[src/rtl/spi_reg_pkg.sv]
// Shared definitions for the SPI register controller: frame layout, register
// addresses, FSM states and the reply word for unmapped addresses.
package spi_reg_pkg;

  localparam int WORD_W = 32;
  localparam int ADDR_W = 7;
  localparam int DATA_W = 24;

  localparam logic [ADDR_W-1:0] ADDR_ID      = 7'h00;
  localparam logic [ADDR_W-1:0] ADDR_ODO_L   = 7'h01;
  localparam logic [ADDR_W-1:0] ADDR_ODO_R   = 7'h02;
  localparam logic [ADDR_W-1:0] ADDR_STATUS  = 7'h03;
  localparam logic [ADDR_W-1:0] ADDR_PWM_L   = 7'h10;
  localparam logic [ADDR_W-1:0] ADDR_PWM_R   = 7'h11;
  localparam logic [ADDR_W-1:0] ADDR_FLAGS   = 7'h12;
  localparam logic [ADDR_W-1:0] ADDR_ODO_CLR = 7'h13;

  localparam logic [WORD_W-1:0] ERR_WORD = 32'hDEAD_BEEF;

  typedef enum logic [1:0] {
    ST_IDLE,
    ST_CAPTURE,
    ST_EXEC,
    ST_LOAD
  } state_e;

  typedef struct packed {
    logic              wr;
    logic [ADDR_W-1:0] addr;
    logic [DATA_W-1:0] data;
  } frame_t;

endpackage

[src/rtl/spi_reg_ctrl_if.sv]
// Word-level link between the SPI shift register and the register controller.
interface spi_reg_ctrl_if;
  import spi_reg_pkg::*;

  logic              spi_cs;
  logic [WORD_W-1:0] spi_rx_word;
  logic [WORD_W-1:0] spi_tx_word;

  modport master (output spi_cs, output spi_rx_word, input spi_tx_word);
  modport slave  (input spi_cs, input spi_rx_word, output spi_tx_word);

endinterface

[src/rtl/cs_sync_edge.sv]
// Two-flop synchronizer for the raw chip select plus rise/fall edge detect.
module cs_sync_edge (
  input  logic clk,
  input  logic reset_n,
  input  logic cs_raw_i,
  output logic cs_sync_o,
  output logic rise_o,
  output logic fall_o
);

  logic s1_q, s2_q, s3_q;

  // Reset high so a deasserted cs after reset never looks like an edge.
  always_ff @(posedge clk or negedge reset_n) begin
    if (!reset_n) begin
      s1_q <= 1'b1;
      s2_q <= 1'b1;
      s3_q <= 1'b1;
    end else begin
      s1_q <= cs_raw_i;
      s2_q <= s1_q;
      s3_q <= s2_q;
    end
  end

  assign cs_sync_o = s2_q;
  assign rise_o    = s2_q & ~s3_q;
  assign fall_o    = ~s2_q & s3_q;

endmodule

[src/rtl/spi_reg_ctrl.sv]
// Register controller behind an SPI slave: each frame is decoded after cs rises,
// writes take effect in EXEC and the reply for the next frame is loaded in LOAD.
module spi_reg_ctrl
  import spi_reg_pkg::*;
#(
  parameter int unsigned       WDOG_CYCLES = 5_000_000,
  parameter logic [WORD_W-1:0] ID_WORD     = 32'h4D42_0001
) (
  input  logic          clk,
  input  logic          reset_n,
  spi_reg_ctrl_if.slave spi,
  input  logic [31:0]   odo_l,
  input  logic [31:0]   odo_r,
  input  logic [15:0]   status_in,
  output logic [15:0]   pwm_l,
  output logic [15:0]   pwm_r,
  output logic [7:0]    ctrl_flags,
  output logic          odo_clear,
  output logic          wdog_expired,
  output logic [15:0]   frame_cnt
);

  // state      | meaning
  // ST_IDLE    | waiting for a synchronized cs rising edge
  // ST_CAPTURE | latch the received frame
  // ST_EXEC    | apply write, count frame, kick watchdog
  // ST_LOAD    | load reply word unless cs has dropped

  localparam int                WD_W    = $clog2(WDOG_CYCLES + 1);
  localparam logic [WD_W-1:0]   WD_LAST = WD_W'(WDOG_CYCLES - 1);
  localparam logic [WD_W-1:0]   WD_MAX  = WD_W'(WDOG_CYCLES);

  logic              cs_s, cs_rise, cs_fall, cs_lost;
  state_e            state_q, state_d;
  logic              capture_en, exec_en, load_en;
  frame_t            frame_q, frame_d;
  logic [15:0]       pwm_l_q, pwm_l_d, pwm_r_q, pwm_r_d;
  logic [15:0]       frame_cnt_q, frame_cnt_d;
  logic [7:0]        flags_q, flags_d;
  logic              odo_clear_q, odo_clear_d;
  logic              expired_q, expired_d;
  logic              abort_q, abort_d;
  logic [WD_W-1:0]   wd_q, wd_d;
  logic [WORD_W-1:0] tx_q, tx_d, rd_word;
  logic              unused_data;

  cs_sync_edge u_cs_sync (
    .clk       (clk),
    .reset_n   (reset_n),
    .cs_raw_i  (spi.spi_cs),
    .cs_sync_o (cs_s),
    .rise_o    (cs_rise),
    .fall_o    (cs_fall)
  );

  // Any cs drop since the frame ended cancels the reply load.
  assign cs_lost = abort_q | cs_fall | ~cs_s;

  always_ff @(posedge clk or negedge reset_n) begin
    if (!reset_n) state_q <= ST_IDLE;
    else          state_q <= state_d;
  end

  always_comb begin
    state_d = state_q;
    case (state_q)
      ST_IDLE:    if (cs_rise) state_d = ST_CAPTURE;
      ST_CAPTURE: state_d = ST_EXEC;
      ST_EXEC:    state_d = cs_lost ? ST_IDLE : ST_LOAD;
      ST_LOAD:    state_d = ST_IDLE;
      default:    state_d = ST_IDLE;
    endcase
  end

  always_comb begin
    capture_en = (state_q == ST_CAPTURE);
    exec_en    = (state_q == ST_EXEC);
    load_en    = (state_q == ST_LOAD) && !cs_lost;
  end

  always_comb begin
    case (frame_q.addr)
      ADDR_ID:     rd_word = ID_WORD;
      ADDR_ODO_L:  rd_word = odo_l;
      ADDR_ODO_R:  rd_word = odo_r;
      ADDR_STATUS: rd_word = {frame_cnt_q, status_in};
      ADDR_PWM_L:  rd_word = {16'h0, pwm_l_q};
      ADDR_PWM_R:  rd_word = {16'h0, pwm_r_q};
      ADDR_FLAGS:  rd_word = {24'h0, flags_q};
      default:     rd_word = ERR_WORD;
    endcase
  end

  always_comb begin
    frame_d     = frame_q;
    pwm_l_d     = pwm_l_q;
    pwm_r_d     = pwm_r_q;
    flags_d     = flags_q;
    frame_cnt_d = frame_cnt_q;
    odo_clear_d = 1'b0;
    expired_d   = expired_q;
    tx_d        = tx_q;
    abort_d     = (state_q == ST_IDLE) ? 1'b0 : (abort_q | cs_fall);
    wd_d        = (wd_q == WD_MAX) ? wd_q : wd_q + WD_W'(1);

    if (wd_q == WD_LAST) begin
      expired_d = 1'b1;
      pwm_l_d   = '0;
      pwm_r_d   = '0;
    end

    if (capture_en) frame_d = spi.spi_rx_word;

    // EXEC overrides the watchdog, so a coinciding pwm write wins.
    if (exec_en) begin
      wd_d        = '0;
      expired_d   = 1'b0;
      frame_cnt_d = frame_cnt_q + 16'd1;
      if (frame_q.wr) begin
        case (frame_q.addr)
          ADDR_PWM_L:   pwm_l_d     = frame_q.data[15:0];
          ADDR_PWM_R:   pwm_r_d     = frame_q.data[15:0];
          ADDR_FLAGS:   flags_d     = frame_q.data[7:0];
          ADDR_ODO_CLR: odo_clear_d = 1'b1;
          default:      ;
        endcase
      end
    end

    if (load_en) tx_d = rd_word;
  end

  always_ff @(posedge clk or negedge reset_n) begin
    if (!reset_n) begin
      frame_q     <= '0;
      pwm_l_q     <= '0;
      pwm_r_q     <= '0;
      flags_q     <= '0;
      frame_cnt_q <= '0;
      odo_clear_q <= 1'b0;
      expired_q   <= 1'b0;
      abort_q     <= 1'b0;
      wd_q        <= '0;
      tx_q        <= ID_WORD;
    end else begin
      frame_q     <= frame_d;
      pwm_l_q     <= pwm_l_d;
      pwm_r_q     <= pwm_r_d;
      flags_q     <= flags_d;
      frame_cnt_q <= frame_cnt_d;
      odo_clear_q <= odo_clear_d;
      expired_q   <= expired_d;
      abort_q     <= abort_d;
      wd_q        <= wd_d;
      tx_q        <= tx_d;
    end
  end

  assign unused_data     = ^frame_q.data[23:16];
  assign spi.spi_tx_word = tx_q;
  assign pwm_l           = pwm_l_q;
  assign pwm_r           = pwm_r_q;
  assign ctrl_flags      = flags_q;
  assign odo_clear       = odo_clear_q;
  assign wdog_expired    = expired_q;
  assign frame_cnt       = frame_cnt_q;

endmodule

[src/flat_wrapper.sv]
// flat-port wrapper written by rule: the top's interface ports become plain ports
module spi_reg_ctrl_flat import spi_reg_pkg::*;
#(
  parameter int unsigned       WDOG_CYCLES = 5_000_000,
  parameter logic [WORD_W-1:0] ID_WORD     = 32'h4D42_0001
)
  (clk, reset_n, odo_l, odo_r, status_in, pwm_l, pwm_r, ctrl_flags, odo_clear, wdog_expired, frame_cnt, spi_spi_cs, spi_spi_rx_word, spi_spi_tx_word);
  spi_reg_ctrl_if spi_i ();
  input  logic clk;
  input  logic reset_n;
  input  logic [31:0] odo_l;
  input  logic [31:0] odo_r;
  input  logic [15:0] status_in;
  output logic [15:0] pwm_l;
  output logic [15:0] pwm_r;
  output logic [7:0] ctrl_flags;
  output logic odo_clear;
  output logic wdog_expired;
  output logic [15:0] frame_cnt;
  input wire logic [$bits(spi_i.spi_cs)-1:0] spi_spi_cs;
  input wire logic [$bits(spi_i.spi_rx_word)-1:0] spi_spi_rx_word;
  output wire logic [$bits(spi_i.spi_tx_word)-1:0] spi_spi_tx_word;
  assign spi_i.spi_cs = spi_spi_cs;
  assign spi_i.spi_rx_word = spi_spi_rx_word;
  assign spi_spi_tx_word = spi_i.spi_tx_word;
  spi_reg_ctrl #(.WDOG_CYCLES(WDOG_CYCLES), .ID_WORD(ID_WORD)) u_core (.clk(clk), .reset_n(reset_n), .spi(spi_i), .odo_l(odo_l), .odo_r(odo_r), .status_in(status_in), .pwm_l(pwm_l), .pwm_r(pwm_r), .ctrl_flags(ctrl_flags), .odo_clear(odo_clear), .wdog_expired(wdog_expired), .frame_cnt(frame_cnt));
endmodule
[config.mk]
export PLATFORM = sky130hd
export DESIGN_NAME = spi_reg_ctrl_flat
export DESIGN_NICKNAME = d
export VERILOG_FILES = /design/src/rtl/spi_reg_pkg.sv /design/src/rtl/spi_reg_ctrl_if.sv /design/src/rtl/cs_sync_edge.sv /design/src/rtl/spi_reg_ctrl.sv /design/src/flat_wrapper.sv
export SDC_FILE = /design/constraint.sdc
export NUM_CORES = 1
export LEC_CHECK = 0
export ABC_CLOCK_PERIOD_IN_PS = 2300
export CAP_MARGIN = 20
export CELL_PAD_IN_SITES_DETAIL_PLACEMENT = 1
export CELL_PAD_IN_SITES_GLOBAL_PLACEMENT = 1
export CORE_ASPECT_RATIO = 2
export CORE_MARGIN = 8
export CORE_UTILIZATION = 36
export CTS_CLUSTER_SIZE = 20
export DETAILED_ROUTE_END_ITERATION = 8
export PLACE_DENSITY_LB_ADDON = 0.2
export SYNTH_ARGS = -nofsm -noshare
export SYNTH_HDL_FRONTEND = slang
export SYNTH_SLANG_ARGS = --single-unit
[constraint.sdc]
create_clock -name clk -period 2.3 [get_ports clk]
set_input_delay 0.46 -clock clk [delete_from_list [all_inputs] [get_ports clk]]
set_output_delay 0.46 -clock clk [all_outputs]
set_load 0.02 [all_outputs]
== After elaboration in Yosys (flattened, before gate mapping) ==
Index checks and enable logic that the tools add are counted.

* $add $sub $neg: 2
* Equal/unequal tests: 14
* Muxes and demuxes: 20
* Reduce and logical (&&, ||, !) cells: 6
* Bitwise operators: 6

{| class="wikitable"
|+ Operator list
! operator !! count
|-
| case mux 32 bit (7 select lines) || 1
|-
| two-way mux 16 bit || 8
|-
| equality test 23 bit (second input constant) || 2
|-
| two-way mux 23 bit || 2
|-
| equality test 7 x 5 -> 1 bit (second input constant) || 4
|-
| adder 23 x 1 -> 23 bit (second input constant) || 1
|-
| adder 16 x 1 -> 16 bit (second input constant) || 1
|-
| equality test 7 x 2 -> 1 bit (second input constant) || 2
|-
| case mux 2 bit (4 select lines) || 1
|-
| equality test 7 x 1 -> 1 bit (second input constant) || 1
|-
| zero test 7 bit || 1
|-
| two-way mux 1 bit || 6
|-
| equality test 2 bit (second input constant) || 2
|-
| two-way mux 2 bit || 2
|-
| != test 2 x 1 -> 1 bit (second input constant) || 2
|-
| AND reduction 3 bit || 1
|-
| AND 1 bit || 2
|-
| equality test 2 x 1 -> 1 bit (second input constant) || 1
|-
| zero test 2 bit || 1
|-
| inverter 1 bit || 2
|-
| OR 1 bit || 2
|-
| nonzero test 2 bit || 1
|-
| logical AND 1 bit || 1
|-
| zero test 1 bit || 1
|}

* Word-level logic and storage cells: 64
* Output and inout bits: 90
* Register bits: 143
* Input port bits: 115

== Logic depth before layout (Yosys ltp) ==
Gate-level depths: netlist (run 1).

* Word-level depth: 6
* Depth in mapped cells: 8
* Gate-level depth less buffers: 6

== Modules after synthesis ==
From an unflattened synthesis (run 1), not the netlist that was laid out.

* Cell total of the unflattened synthesis: 679
* Area total of the unflattened synthesis: 7141.8 µm²

{| class="wikitable"
|+ By module, submodules not included
! module !! area each (µm²) !! instances !! cells an instance !! sequential area each (µm²)
|-
| spi_reg_ctrl || 7048.0 || 1 || 674 || 3512.1
|-
| cs_sync_edge || 93.8 || 1 || 5 || 78.8
|}

== Worst setup path before layout (run 1) ==
No wires, ideal clock.

* Kind: reg2reg
* From: reg u_core.frame_q[29] (netlist bit)
* To: reg u_core.flags_q[0] (netlist: u_core.ctrl_flags[0])
* Path buffers: 1
* Library setup time: 0.125 ns
* Data arrival time: 1.718 ns
* Data required time: 2.175 ns
* Slack: 0.457 ns
* Stages on the path, launching flop included: 6
* Period minus slack after synthesis: 1.843 ns
* Cell sequence: dfrtp_1 nor3b_1 nand3_1 nor2b_1 buf_2 mux2_2

* Cells in the longest elaborated chain, start to end: 2

{| class="wikitable"
|+ RTL lines
! element !! RTL line !! source
|-
| start: declaration || spi_reg_ctrl.sv:36 || <nowiki>frame_t frame_q, frame_d;</nowiki>
|-
| start signal: assignment || spi_reg_ctrl.sv:146 || <nowiki>frame_q <= frame_d;</nowiki>
|-
| equality test 7 x 5 -> 1 bit || spi_reg_ctrl.sv:120 || <nowiki>case (frame_q.addr)</nowiki>
|-
| AND reduction 3 bit (no source line) || -- ||
|-
| end signal: assignment || spi_reg_ctrl.sv:149 || <nowiki>flags_q <= flags_d;</nowiki>
|-
| end: declaration || spi_reg_ctrl.sv:39 || <nowiki>logic [7:0] flags_q, flags_d;</nowiki>
|}

Every way passes these cells.
A chain may end at the register's enable or synchronous reset.

== Final worst setup path (run 1) ==
* From: reg u_core.frame_q[25] (netlist bit)
* To: reg u_core.tx_q[5] (netlist: u_core.spi.spi_tx_word[5])

* Cells in the longest elaborated chain, start to end: 2
* Elaborated cells on any way between the ends: 8
* Classes of those cells: 6 x eq/ne; 1 x mux; 1 x reduce/logical

{| class="wikitable"
|+ RTL lines
! element !! RTL line !! source
|-
| equality test 7 x 5 -> 1 bit, or another cell as far along || spi_reg_ctrl.sv:82 || <nowiki>case (frame_q.addr)</nowiki>
|-
| case mux 32 bit (7 select lines) (*) || spi_reg_ctrl.sv:82 ||
|-
| end signal: assignment || spi_reg_ctrl.sv:155 || <nowiki>tx_q <= tx_d;</nowiki>
|-
| end: declaration || spi_reg_ctrl.sv:44 || <nowiki>logic [WORD_W-1:0] tx_q, tx_d, rd_word;</nowiki>
|}

Every way passes the cells marked *; elsewhere a longest branch is shown, timed or not.

==> metrics.md, run 1 <==
| Metric | Value |
|---|---|
| Status | `completed` |
| Clk_lat worst skew | `430 ps` |
| Gr ovfl total | `0` |
| Hold depth | `0` |
| Full die area | `0.0243 mm2` |
| H-tree Lvls | `4` |
| RSZ-0062 raised after global routing | `no` |
| Worst Hold Path EP | `u_core.u_cs_sync.cs_sync_o$_DFF_PN1_` |
| Tmin final | `2150 ps` |
| Clk slew on worst S/H paths | `60 ps` |
| Initial antenna violation count | `0` |
| Reg2reg start | `u_core.frame_q[25]$_DFFE_PN0N_` |
| VDD IR max | `0.581 mV` |
| Cells on worst reg2reg path | `5` |
| Dpl hpwl | `21600 um` |
| Slew margin rel. | `60.0%` |
| Crit Path Max Fanout | `15` |
| CTS sink cnt | `143` |
| Site row count | `72` |
| Hold Crit Class | `register to register` |
| Crit. End Element | `register` |
| Max Cap Viol | `0` |
| TritonCTS Buffers | `17` |
| Syn_nets | `782` |
| Final ANT Viol Nets | `0` |
| Placed Instances | `1115` |
| P per Cell Area | `1060 mW/mm2` |
| Worst clock skew | `7.98 ps` |
| GRT Total Usage | `23.0%` |
| Arr. time, crit path | `2420 ps` |
| Ys async rst share | `100%` |
| Root Buffer | `clkbuf_16` |
| Top FF cell, synth | `dfrtp_1` |
| Wire per inst | `24.2 um` |
| Worst-margin pin slew | `594 ps` |
| Cell area after synthesis | `0.00697 mm2` |
| Worst R2R Setup Slack | `150 ps` |
| Port bufs | `196` |
| Multiplexer area fraction after synthesis | `7.95%` |
| Post-synthesis adder-cell area fraction | `0.539%` |
| Die span in x | `114 um` |
| Initial DRC count | `243` |
| Layout cells sized above 1 | `15.3%` |
| DR DRC count | `0` |
| Final TNS setup | `0 ps` |
| Most frequent cells in the layout | `clkdlybuf4s50_1 (195), dfrtp_1 (133), nand2_1 (69)` |
| Register bit count reported by yosys | `143` |
| Worst R2R End | `u_core.spi.spi_tx_word[5]$_DFFE_PN0P_` |
| Non-Filler Instances | `1147` |
| Simple-gate share of the synthesized area | `18.9%` |
| Nets | `994` |
| Total Wirelength | `27800 um` |
| Xor-xnor portion of the synthesized cell area | `3.27%` |
| Fmax | `0.466 GHz` |
| LEAKAGE | `4.02 nW` |
| Synth cell types | `58` |
| Vias in the first global route | `7115` |
| Final slew viol count | `0` |
| I/O Pins | `205` |
| Fillers | `2117` |
| Vias per cell | `5.56` |
| Most common cell after layout, fill and taps aside | `clkdlybuf4s50_1` |
| Worst EP required | `2570 ps` |
| Core area | `0.0192 mm2` |
| Critical path class | `register to register` |
| Layout area overhead | `43.8%` |
| GP Congestion | `0.843` |
| Hold Startpoint | `u_core.u_cs_sync.s1_q$_DFF_PN1_` |
| Final Hold Slack | `354 ps` |
| Drt first pass iters | `4` |
| Antenna Cells | `0` |
| Total vias in the final route | `6376` |
| Largest family of logic cells by synthesized area | `simple AND/OR/NAND/NOR gates` |
| Largest net degree at the start of global routing | `47` |
| EDFF count, synth | `0` |
| Seq/Total Area, Yosys | `51.5%` |
| Syn avg cell area | `10.5 um2` |
| Clk buf depth | `2` |
| First-pass GRT wire length | `42100 um` |
| Synth Instances | `664` |
| Compound-Gate Fraction of Synth Area | `14.9%` |
| Final worst-path cycle share | `93.4%` |
| Starting Density | `36.3%` |
| Endpoints failing setup | `0` |
| Final hold vios | `0` |
| CP startpoint kind | `register` |
| CTS tree | `built` |
| Synth warn | `0` |
| Die Ht | `213 um` |
report_power, final:
part	switching (mW)	internal (mW)	leakage [nW]
Sequential	0.850	3.22	1.81
Combinational	2.01	1.82	1.93
Clock	1.11	1.63	0.276
synthesized netlist by cell type, types with 3 or more instances:
| master | n | area (um2) |
|---|---|---|
| dfrtp_1 | 133 | 3330 |
| nand2_1 | 69 | 259 |
| nor2_1 | 60 | 225 |
| mux2_2 | 43 | 484 |
| nand3_1 | 34 | 170 |
| o2bb2ai_1 | 33 | 289 |
| clkbuf_1 | 19 | 71.3 |
| buf_2 | 18 | 90.1 |
| a221oi_1 | 17 | 149 |
| o21ai_0 | 17 | 85.1 |
| a21oi_1 | 15 | 75.1 |
| nand4_1 | 14 | 87.6 |
| xor2_1 | 14 | 123 |
| a22o_1 | 12 | 105 |
| a31oi_1 | 12 | 75.1 |
| xnor2_1 | 12 | 105 |
| dfstp_2 | 10 | 263 |
| a22oi_1 | 9 | 67.6 |
| and3_1 | 9 | 56.3 |
| nor3_1 | 9 | 45.0 |
| mux2i_1 | 7 | 70.1 |
| nor2b_1 | 7 | 43.8 |
| or4_1 | 7 | 52.6 |
| inv_1 | 6 | 22.5 |
| nor4b_1 | 6 | 52.6 |
| and4_1 | 5 | 43.8 |
| buf_1 | 5 | 18.8 |
| nand2b_1 | 5 | 31.3 |
| or3_1 | 5 | 31.3 |
| and2_1 | 4 | 25.0 |
| a21o_1 | 3 | 22.5 |
| a2bb2oi_1 | 3 | 26.3 |
| a32oi_1 | 3 | 26.3 |
| ha_1 | 3 | 37.5 |
| nor4_1 | 3 | 18.8 |
| o211ai_1 | 3 | 22.5 |
flip-flops by register name, summed over array words and instances (netlist names), 2 cells and up:
register                count
u_core.pwm_l               16
u_core.wd_q                23
u_core.spi.spi_tx_word     32
u_core.frame_q             24
u_core.pwm_r               16
u_core.frame_cnt           16
u_core.ctrl_flags           8
u_core.state_q              2
metal layers:
metal,GRT usage [%],up-vias,part of all wire [%]
met4,11.3,0,3.8
met3,5.24,46,5.2
met5,0,-,0
met2,44.3,202,57
met1,22.1,3253,34
li1,-,2875,-
critical path: stages, from the launching register on:
cell and delay [ps]:
dfrtp_1 590, buf_4 340, mux2i_1 290, nor3_1 90, a2111oi_1 530, a31oi_1 150
worst max-delay path by stage:
stage / start / to
after floorplan: u_core.frame_q[29]$_DFFE_PN0N_ / u_core.ctrl_flags[0]$_DFFE_PN0P_
after global placement: u_core.frame_q[25]$_DFFE_PN0N_ / u_core.spi.spi_tx_word[5]$_DFFE_PN0P_
after detailed placement: u_core.frame_q[25]$_DFFE_PN0N_ / u_core.spi.spi_tx_word[5]$_DFFE_PN0P_
after CTS: u_core.frame_q[25]$_DFFE_PN0N_ / u_core.spi.spi_tx_word[5]$_DFFE_PN0P_
after global routing: u_core.frame_q[25]$_DFFE_PN0N_ / u_core.spi.spi_tx_word[5]$_DFFE_PN0P_
final: u_core.frame_q[25]$_DFFE_PN0N_ / u_core.spi.spi_tx_word[5]$_DFFE_PN0P_
kinds of logic (layout without fill, tap and decap cells):
group,count (synthesis),after routing
AO/OA/AOI/OAI,139,139
XOR/XNOR,26,26
adder cells (fa/ha/maj),3,3
buffers and inverters,48,272
flip-flops,143,143
multiplexers,50,50
AND/OR/NAND/NOR,255,255
final cells by class:
type	count	area [um2]	share of cell area (%)
timing repair buffer	235	2310	23.0
clock buffer	19	443	4.42
sequential	143	3590	35.8
clock inverter	12	136	1.36
inverter	6	22.5	0.225
multi-input combinational	473	3200	31.9
tap	259	324	3.23
timing repair:
action	4_1_cts	5_1_grt
gates resized for setup	0	1
buffers inserted	0	0
hold endpoints to repair	32	0
setup endpoints to repair	0	1
hold buffers	1	0
per-stage QoR:
step	utilization [%]	total power, mW	setup WS (ps)	instance area [um2]
detailed placement	49.2	7.97	55.4	9430
global placement	49.2	7.82	132	9430
finish	52.2	10.6	152	10000
CTS	52.2	10.7	49.8	10000
global route	52.2	11.2	4.64	10000
floorplan	-	5.90	457	6970
No activity file was read; power rests on OpenSTA's default activity.
==> run 2, diff against run 1 <==
Settings changed: GPL_TIMING_DRIVEN set to 0.
==> run 2 against run 1 <==
Net effect:
- clock power up 4%
- via count up 2.1%
- flip-flop and latch count unchanged
- count of clock-buffer cells in the layout up 1
- utilization up 0.28 points
- sequential power down 2%
- die area unchanged
- global-route usage up 1.0 points
- total power up 2.6%
- critical endpoint is now u_core.spi.spi_tx_word[0]$_DFFE_PN1P_
- maximum frequency down 6.0%
- first-iteration DRC count up 57%
- clock skew up 4.6 ps
==> metrics.md, run 2 (synthesis results as in run 1) <==
| Metric | Value |
|---|---|
| Status | `completed (unchanged)` |
| Nets | `1005 (was 994)` |
| CTS sink cnt | `143 (unchanged)` |
| LEAKAGE | `4.03 nW (was 4.02 nW)` |
| Final worst-path cycle share | `99.3% (was 93.4%)` |
| Most common cell after layout, fill and taps aside | `clkdlybuf4s50_1 (unchanged)` |
| Fillers | `2145 (was 2117)` |
| Final ANT Viol Nets | `0 (unchanged)` |
| Vias in the first global route | `7214 (was 7115)` |
| Largest net degree at the start of global routing | `79 (was 47)` |
| Multi-input logic area | `0.00329 mm2 (was 0.00320 mm2)` |
| Endpoints failing setup | `0 (unchanged)` |
| First-pass GRT wire length | `43100 um (was 42100 um)` |
| Die Ht | `213 um (unchanged)` |
| Core area | `0.0192 mm2 (unchanged)` |
| RSZ-0062 raised after global routing | `yes (was no)` |
| Post-route design area | `0.0101 mm2 (was 0.0100 mm2)` |
| CP peak stage delay | `560 ps (was 590 ps)` |
| Crit Path Max Fanout | `8 (was 15)` |
| Final slew viol count | `0 (unchanged)` |
| Worst-margin pin slew | `759 ps (was 594 ps)` |
| Critical path class | `register to register (unchanged)` |
| CTS tree | `built (unchanged)` |
| Initial DRC count | `382 (was 243)` |
| Fmax | `0.438 GHz (was 0.466 GHz)` |
| Initial antenna violation count | `1 (was 0)` |
| Worst clock skew | `12.6 ps (was 7.98 ps)` |
| Number of buffers and inverters on the critical path | `1 (unchanged)` |
| Layout cells sized above 1 | `15.7% (was 15.3%)` |
| Die span in x | `114 um (unchanged)` |
| VDD IR max | `0.536 mV (was 0.581 mV)` |
| Clk slew on worst S/H paths | `70 ps (was 60 ps)` |
| Arr. time, crit path | `2640 ps (was 2420 ps)` |
| CP startpoint kind | `register (unchanged)` |
| Critical path origin | `u_core.frame_q[25]$_DFFE_PN0N_ (unchanged)` |
| CP delay by family, top | `simple AND/OR/NAND/NOR gates (was compound AO/OA/AOI/OAI gates)` |
| Clk_lat worst skew | `440 ps (was 430 ps)` |
| Largest register FFs | `32 (unchanged)` |
| CTS hold repair buffers | `0 (was 1)` |
| Full die area | `0.0243 mm2 (unchanged)` |
| H-tree Lvls | `4 (unchanged)` |
| Total vias in the final route | `6507 (was 6376)` |
| I/O Pins | `205 (unchanged)` |
| TritonCTS Buffers | `17 (unchanged)` |
| Vias per cell | `5.61 (was 5.56)` |
| Total power | `10.9 mW (was 10.6 mW)` |
| Drt first pass iters | `4 (unchanged)` |
| CP cell instances | `or4b_1 > clkbuf_1 > nor3_4 > a22oi_1 > a31oi_1 (was buf_4 > mux2i_1 > nor3_1 > a2111oi_1 > a31oi_1)` |
| Placed inst area | `0.00928 mm2 (was 0.00943 mm2)` |
| Wire per inst | `25.0 um (was 24.2 um)` |
| Final Hold Slack | `14.6 ps (was 354 ps)` |
| DR DRC count | `0 (unchanged)` |
| Crit. End Element | `register (unchanged)` |
| GP Congestion | `0.877 (was 0.843)` |
| Tmin final | `2280 ps (was 2150 ps)` |
| P per Cell Area | `1080 mW/mm2 (was 1060 mW/mm2)` |
| Placed Instances | `1120 (was 1115)` |
| CP max-delay cell | `or4b_1 (was dfrtp_1)` |
| Reg2reg start | `u_core.frame_q[25]$_DFFE_PN0N_ (unchanged)` |
| Total Wirelength | `29000 um (was 27800 um)` |
| Site row count | `72 (unchanged)` |
| Worst EP required | `2660 ps (was 2570 ps)` |
| FF/Latch Area | `0.00359 mm2 (unchanged)` |
| Port bufs | `196 (unchanged)` |
| Dpl hpwl | `22600 um (was 21600 um)` |
| Final hold vios | `0 (unchanged)` |
| Non-Filler Instances | `1160 (was 1147)` |
| GRT Total Usage | `24.1% (was 23.0%)` |
| Slew margin rel. | `49.4% (was 60.0%)` |
| Most frequent cells in the layout | `clkdlybuf4s50_1 (195), dfrtp_1 (133), nand2_1 (69) (unchanged)` |
| Starting Density | `36.3% (unchanged)` |
| Max Cap Viol | `0 (unchanged)` |
| Hold Crit Class | `primary input to asynchronous set/reset pin (was register to register)` |
| Root Buffer | `clkbuf_16 (unchanged)` |
| Gr ovfl total | `0 (unchanged)` |
| Layout area overhead | `44.6% (was 43.8%)` |
| Clk buf depth | `2 (unchanged)` |
==> run 2: layout make-up <==
type | instances | area share [%]
sequential | 143 | 35.6
multi-input combinational | 473 | 32.7
timing repair buffer | 205 | 20.4
clock buffer | 20 | 4.53
tap | 259 | 3.22
buffer | 41 | 1.89
clock inverter | 12 | 1.47
inverter | 6 | 0.223
antenna | 1 | 0.0248
==> run 2: timing repair <==
item	CTS	global route
setup endpoints to repair	56	51
pin swaps	1	4
resized for setup	15	20
setup buffers	1	7
endpoints found under the hold margin	0	0
==> run 2: routing by layer <==
metal | vias up | GRT usage (%) | wire length, um
met4 | 0 | 17.0 | 1830
met3 | 90 | 4.99 | 1510
met2 | 246 | 45.2 | 15900
met5 | - | 0 | 0
li1 | 2904 | - | -
met1 | 3267 | 22.3 | 9690
==> run 2: final timing paths <==
path | slack [ps] | to | cells past startpoint
setup / recovery | 20 | u_core.spi.spi_tx_word[0]$_DFFE_PN1P_ | 5
hold / removal | 10 | u_core.frame_cnt[7]$_DFFE_PN0P_ | 1
setup reg to reg | 20 | u_core.spi.spi_tx_word[0]$_DFFE_PN1P_ | 5
hold reg to reg | 360 | u_core.u_cs_sync.cs_sync_o$_DFF_PN1_ | 0
max in group asynchronous | 1430 | u_core.spi.spi_tx_word[27]$_DFFE_PN1P_ | 2
min in group clk | 360 | u_core.u_cs_sync.cs_sync_o$_DFF_PN1_ | 0
==> run 2: report_power, final <==
group	switching, mW	leakage, nW	internal, mW
clock	1.16	0.290	1.68
combinational	2.30	1.93	1.80
sequential	0.754	1.81	3.23
==> run 2: worst register-to-register path: stages, from the launching register on <==
cell	delay, ps
dfrtp_1	520
or4b_1	570
clkbuf_1	270
nor3_4	420
a22oi_1	210
a31oi_1	220
==> run 2: per-stage QoR <==
| stage | TNS, ps | setup slack (ps) | utilization (%) |
|---|---|---|---|
| 2_1_floorplan | 0 | 457 | - |
| 3_3_place_gp | -703830 | -5020 | 48.2 |
| 3_5_place_dp | -8750 | -308 | 48.4 |
| 4_1_cts | 0 | 26.2 | 51.9 |
| 5_1_grt | -49.3 | -18.6 | 52.5 |
| 6_report | 0 | 15.5 | 52.5 |
==> run 3, diff against run 2 <==
==> constraint.sdc (replaced) <==
create_clock -name clk -period 2.3 [get_ports clk]
set_input_delay 0.69 -clock clk [delete_from_list [all_inputs] [get_ports clk]]
set_output_delay 0.69 -clock clk [all_outputs]
set_load 0.02 [all_outputs]
==> run 3 against run 2 <==
Net effect:
- hold slack improved by 230 ps
- clock skew is 0.83 ps higher
- critical path depth unchanged
- maximum frequency grew 0.85%
- global-route usage is essentially flat
- via count increased by 0.54%
- first-iteration DRC count fell by 5.5%
- utilization up 0.052 points
- critical path type unchanged
- routed wire length barely moved
- total power fell by 0.22%
- sequential share of layout area barely moved
==> metrics.md, run 3 (synthesis results as in run 1) <==
| Metric | Value |
|---|---|
| CP cell instances | `or4b_1 > clkbuf_1 > nor3_4 > a22oi_1 > a31oi_1 (unchanged)` |
| Layout Utilization | `52.6% (was 52.5%)` |
| Grt peak-use layer | `met2 (unchanged)` |
| Most common cell after layout, fill and taps aside | `clkdlybuf4s50_1 (unchanged)` |
| Crit Path Max Fanout | `8 (unchanged)` |
| Drt first pass iters | `5 (was 4)` |
| Max Cap Viol | `0 (unchanged)` |
| Worst-margin pin slew | `758 ps (was 759 ps)` |
| Port bufs | `196 (unchanged)` |
| DR DRC count | `0 (unchanged)` |
| CP startpoint kind | `register (unchanged)` |
| Arr. time, crit path | `2620 ps (was 2640 ps)` |
| Final TNS setup | `0 ps (unchanged)` |
| Nets | `1005 (unchanged)` |
| Clock share of power | `26.1% (was 26.0%)` |
| Pre-CTS WS | `-308 ps (unchanged)` |
| Non-Filler Instances | `1161 (was 1160)` |
| Post-route design area | `0.0101 mm2 (about the same)` |
| GP Congestion | `0.877 (unchanged)` |
| Wire per inst | `25.0 um (about the same)` |
| Final slew viol count | `0 (unchanged)` |
| CTS tree | `built (unchanged)` |
| Clk buf depth | `2 (unchanged)` |
| Hold Crit Class | `primary input to asynchronous set/reset pin (unchanged)` |
| Switching Share | `38.7% (was 38.6%)` |
| Site row count | `72 (unchanged)` |
| Root Buffer | `clkbuf_16 (unchanged)` |
| Fillers | `2138 (was 2145)` |
| GRT Total Usage | `24.1% (about the same)` |
| Critical path origin | `u_core.frame_q[25]$_DFFE_PN0N_ (unchanged)` |
| M1 GR Usage | `22.3% (unchanged)` |
| Vias in the first global route | `7217 (was 7214)` |
| Endpoints failing setup | `0 (unchanged)` |
| P per Cell Area | `1080 mW/mm2 (about the same)` |
| Initial antenna violation count | `1 (unchanged)` |
| Largest net degree at the start of global routing | `79 (unchanged)` |
| Total power | `10.9 mW (about the same)` |
| Total vias in the final route | `6542 (was 6507)` |
| Met2 usage in global routing | `45.2% (unchanged)` |
| TritonCTS Buffers | `17 (unchanged)` |
| Die span in x | `114 um (unchanged)` |
| Fmax | `0.441 GHz (was 0.438 GHz)` |
| Logic pwr share | `37.4% (was 37.5%)` |
| Multi-input logic area | `0.00329 mm2 (unchanged)` |
| Starting Density | `36.3% (unchanged)` |
| Total Wirelength | `29000 um (about the same)` |
| Clk slew on worst S/H paths | `60 ps (was 70 ps)` |
| First-pass GRT wire length | `43100 um (about the same)` |
| Worst clock skew | `13.4 ps (was 12.6 ps)` |
| Final worst-path cycle share | `98.5% (was 99.3%)` |
| Gr ovfl total | `0 (unchanged)` |
| Layout cells sized above 1 | `16.1% (was 15.7%)` |
| Slew margin rel. | `49.5% (was 49.4%)` |
| Die Ht | `213 um (unchanged)` |
| CP peak stage delay | `560 ps (about the same)` |
| Full die area | `0.0243 mm2 (unchanged)` |
| Met3 usage | `5.01% (was 4.99%)` |
| Status | `completed (unchanged)` |
| Worst R2R Setup Slack | `30 ps (was 20 ps)` |
| Final ANT Viol Nets | `0 (unchanged)` |
| Placed Instances | `1120 (unchanged)` |
| Crit. End Element | `register (unchanged)` |
| H-tree Lvls | `4 (unchanged)` |
| CTS hold repair buffers | `0 (unchanged)` |
| CP max-delay cell | `or4b_1 (unchanged)` |
| Reg2reg start | `u_core.frame_q[25]$_DFFE_PN0N_ (unchanged)` |
| Tmin final | `2270 ps (was 2280 ps)` |
| LEAKAGE | `4.10 nW (was 4.03 nW)` |
| Critical path class | `register to register (unchanged)` |
| Worst EP required | `2660 ps (about the same)` |
| Initial DRC count | `361 (was 382)` |
| Clk_lat worst skew | `440 ps (about the same)` |
| Placed inst area | `0.00928 mm2 (unchanged)` |
| VDD IR max | `0.534 mV (was 0.536 mV)` |
| RSZ-0062 raised after global routing | `yes (unchanged)` |
| Cells on worst reg2reg path | `5 (unchanged)` |
| Largest register FFs | `32 (unchanged)` |
| Dpl hpwl | `22600 um (unchanged)` |
| Layout area overhead | `44.7% (was 44.6%)` |
| FF/Latch Area | `0.00360 mm2 (was 0.00359 mm2)` |
| Final Hold Slack | `249 ps (was 14.6 ps)` |
| Final hold vios | `0 (unchanged)` |
| CTS sink cnt | `143 (unchanged)` |
| Sw power | `4.22 mW (about the same)` |
| CP Capture Point | `u_core.spi.spi_tx_word[0]$_DFFE_PN1P_ (unchanged)` |
| Setup ws final | `34.6 ps (was 15.5 ps)` |
| Core area | `0.0192 mm2 (unchanged)` |
| Most frequent cells in the layout | `clkdlybuf4s50_1 (185), dfrtp_1 (129), nand2_1 (69) (was clkdlybuf4s50_1 (195), dfrtp_1 (133), nand2_1 (69))` |
| I/O Pins | `205 (unchanged)` |
| Flop pwr share | `36.5% (was 36.4%)` |
| Worst R2R End | `u_core.spi.spi_tx_word[0]$_DFFE_PN1P_ (unchanged)` |
| Internal | `6.68 mW (was 6.71 mW)` |
| Vias per cell | `5.63 (was 5.61)` |
[run 3: cell count changes in the layout (fill, tap and decap cells not counted)]
cell	change
clkdlybuf4s50_1	-10
dlymetal6s2s_1	+4
dlygate4sd2_1	+6
dfrtp_2	+4
diode_2	+1
dfrtp_1	-4
[run 3: what timing repair did]
| action | in CTS | in global routing |
|---|---|---|
| endpoints found under the setup margin | 66 | 55 |
| pin swaps | 1 | 4 |
| resized for setup | 25 | 24 |
| setup buffers | 1 | 7 |
[run 3: critical path: cells and delay by family, from the launching register on]
family	cells	cell delay, ps
and+or+nand+nor	2	970
AOI/OAI and AO/OA	2	430
buffers and inverters	1	270
DFF	1	510
[run 3: how the worst min path moves through the flow]
stage	to	slack, ps	cells past startpoint
floorplan	u_core.u_cs_sync.cs_sync_o$_DFF_PN1_	350	0
global placement	u_core.u_cs_sync.cs_sync_o$_DFF_PN1_	350	0
detailed placement	u_core.u_cs_sync.cs_sync_o$_DFF_PN1_	350	0
CTS	u_core.frame_cnt[7]$_DFFE_PN0P_	270	1
global route	u_core.frame_cnt[7]$_DFFE_PN0P_	300	1
finish	u_core.frame_cnt[7]$_DFFE_PN0P_	250	1
[run 3: area by class of cell]
class                   instances  share of cell area, %
well taps                     259                   3.21
multi-input cells             473                   32.6
plain buffers                  41                   1.89
repair buffers                205                   20.4
inverters                       6                  0.223
diodes                          2                 0.0496
clock buffers                  20                   4.53
flip-flops and latches        143                   35.6
clock inverters                12                   1.46
[run 3: layer usage]
layer	wire, um	vias up	part of all wire (%)
li1	-	2907	-
met1	9680	3297	33
met2	16000	250	55
met3	1500	88	5.2
met4	1780	0	6.1
met5	0	-	0
[run 3: power by group through the flow]
stage / combinational (mW) / clock (mW) / sequential (mW)
finish: 4.08 / 2.84 / 3.98
global route: 4.36 / 3.00 / 4.06
CTS: 4.03 / 2.90 / 3.95
detailed placement: 3.97 / 0 / 3.97
global placement: 3.87 / 0 / 3.93
floorplan: 1.70 / 0 / 4.20
==> variant (config.mk and constraints of run 1) <==
Encoding of `state_e`: now Gray code (2 bits for 4 states).
--- a/src/rtl/spi_reg_pkg.sv
+++ b/src/rtl/spi_reg_pkg.sv
@@ -19,8 +19,8 @@
 
   typedef enum logic [1:0] {
-    ST_IDLE,
-    ST_CAPTURE,
-    ST_EXEC,
-    ST_LOAD
+    ST_IDLE    = 2'b00,
+    ST_CAPTURE = 2'b01,
+    ST_EXEC    = 2'b11,
+    ST_LOAD    = 2'b10
   } state_e;
 
Check against the original RTL: no difference found for any inputs over 10 cycles, from zero or initial values and one cycle with reset_n low; not proved beyond that.
==> variant against run 1 <==
  * Final cell count up 0.44%
  * Sequential cell count unchanged
  * Via count up 0.35%
  * Power down 1.8%
  * First-iteration DRC count up 10%
  * Worst hold slack worse by 0.35 ns
  * Sequential share of layout area down 0.21 points
  * Final area up 0.61%
  * Non-clock buffer count down 1
  * Area after synthesis up 0.14%
  * Worst setup slack worse by 0.093 ns
  * Wire length up 1.3%
==> variant: results (changes against run 1) <==
Synth:
- Ranked by instance count, the synthesized netlist is headed by sky130_fd_sc_hd__dfrtp_1 (133), sky130_fd_sc_hd__nand2_1 (82), sky130_fd_sc_hd__mux2_2 (57), sky130_fd_sc_hd__nor2_1 (51), sky130_fd_sc_hd__a21oi_1 (37).
- The Yosys warning count is 0 (unchanged).
- The number of distinct library cells after synthesis came to 58 (unchanged).
- The post-synth net total was 788 (+0.77%).
- Sorting the synthesized cells by area gives the leading types as sky130_fd_sc_hd__dfrtp_1 (48%), sky130_fd_sc_hd__mux2_2 (9.2%), sky130_fd_sc_hd__nand2_1 (4.4%), sky130_fd_sc_hd__dfstp_2 (3.8%), sky130_fd_sc_hd__nor2_1 (2.7%).
- The sequential cell area fraction in the yosys report was 51.5% (-0.074 points).

Global route:
- The global-route wire length before repair is 42.6 mm (+1.1%).
- The total routing resource utilization after global routing is 23.5% (+0.46 points).
- The largest net degree at the start of global routing is 57 (+21%).
- The met1 usage in global routing is 22.5% (+0.41 points).
- The met3 capacity usage during global routing came to 4.79% (-0.45 points).
- The met2 capacity usage during global routing came to 43.9% (-0.33 points).
- The number of antenna violations at the first check in global routing is 1 (+1).
- The number of global-route vias before repair was 7318 (+2.9%).

Min path:
- In this run the worst hold path is classified as input port to async pin.

Worst setup path:
- The depth of the worst register-to-register path is 4 (-1).
- The peak fanout along the critical path was 7 (-8).
- The longest individual stage delay on the worst path was 0.71 ns (+0.12 ns).
- The endpoint identified for the worst register-to-register timing path is u_core.spi.spi_tx_word[24].
- The worst reg2reg path startpoint is u_core.frame_q[30].
- The worst path arrival time is 1.78 ns (-0.64 ns).
- Broken down by cell family, the worst path's largest delay share belongs to buffers and inverters.
- The cell with the largest stage delay on the worst path is sky130_fd_sc_hd__clkdlybuf4s50_1.
- Tracing the worst setup path back leads to its startpoint at u_core.frame_cnt[2].

CTS:
- The number of instances resized during post-cts repair is 0 (unchanged).
- The TritonCTS buffer count came to 17 (unchanged).
- The tree is rooted in a sky130_fd_sc_hd__clkbuf_16.
- The clock slew seen by the registers of the worst setup and hold paths came to 0.06 ns (about the same).

Route:
- The violation count after the first detailed-route iteration is 268 (+10%).
- The DRC violation count after routing came to 0 (unchanged).
- The total detailed-routing wirelength came to 28.1 mm (+1.3%).
- The detailed-route vias per instance is 5.55 (about the same).

Finish:
- The number of flip-flops under the largest register name is 32 (unchanged).
- The fraction of final layout cells with drive strength greater than 1 is 16.5% (+1.2 points).
- The post-layout net count came to 997 (+0.30%).

Timing:
- The largest clock skew in the final design is 0.0107 ns (+0.00268 ns).
- The actual transition at the worst max-transition pin was 0.615 ns (+0.0212 ns).

Status:
- The flow ran to the end, and the final reports show no timing, DRC or antenna violations.

Placement:
- The count of buffers inserted at the top-level ports is 196 (unchanged).
- The weighted congestion reported at the end of routability-driven placement is 0.860 (+2.0%).
- The placed wire-length estimate is 21.3 mm (-1.3%).

Power and ir drop:
- The worst voltage drop across the vdd grid came to 0.500 mV (-14%).
- The leakage dissipation is 4.05 nW (+0.77%).
==> variant: cells by family after synthesis <==
kind of cell,synth area share [%]
AND/OR/NAND/NOR,16.6
flip-flops,51.5
multiplexers,10.8
buffers and inverters,3.07
XOR/XNOR,3.14
AO/OA/AOI/OAI,14.4
adder cells (fa/ha/maj),0.538
==> variant: area by class of cell <==
class                      instances  area [um^2]
timing repair buffer             234         2320
fill                            2108         9100
clock buffer                      19          443
sequential                       143         3590
tap                              259          324
antenna                            1         2.50
inverter                          11         41.3
multi-input combinational        472         3200
clock inverter                    13          154
==> variant: stage by stage <==
stage          hold slack (ns)  worst slack, ns  instances  instance area [um^2]  power (W)
6_report               0.00625           0.0589       1152                 10100     0.0105
5_1_grt                 0.0181           0.0320       1152                 10100     0.0109
2_1_floorplan            0.164            0.279        670                  6980    0.00578
3_3_place_gp             0.349            0.143       1119                  9480    0.00751
3_5_place_dp             0.354           0.0414       1119                  9480    0.00768
4_1_cts                 0.0298           0.0319       1151                 10100     0.0106
==> variant: report_power, final <==
part           switching (W)  internal (W)  leakage [nW]
sequential          0.000640       0.00314          1.79
clock                0.00118       0.00165         0.279
combinational        0.00204       0.00181          1.98
total                0.00386       0.00660          4.05
==> variant: per-layer routing <==
layer  up-vias  part of all wire [%]  wire [um]
li1       2871                     -          -
met1      3252                    33       9400
met2       205                    55      15600
met3        70                   5.5       1550
met4         0                   5.7       1590
met5         -                     0          0
==> variant: worst max-delay path by stage <==
| stage | end | slack, ns | cells past startpoint |
|---|---|---|---|
| after floorplan | u_core.spi.spi_tx_word[10] | 0.28 | 6 |
| after global placement | u_core.wd_q[20] | 0.14 | 5 |
| after detailed placement | u_core.wd_q[20] | 0.04 | 5 |
| after CTS | u_core.wd_q[20] | 0.03 | 5 |
| after global routing | u_core.wd_q[20] | 0.03 | 5 |
| final | frame_cnt[2] | 0.06 | 1 |
==> variant: worst register-to-register path: cells and delay by family, from the launching register on <==
kind             cells  cell delay [ns]
AND/OR/NAND/NOR      3             1.50
AO/OA/AOI/OAI        1             0.18
flip-flops           1             0.42
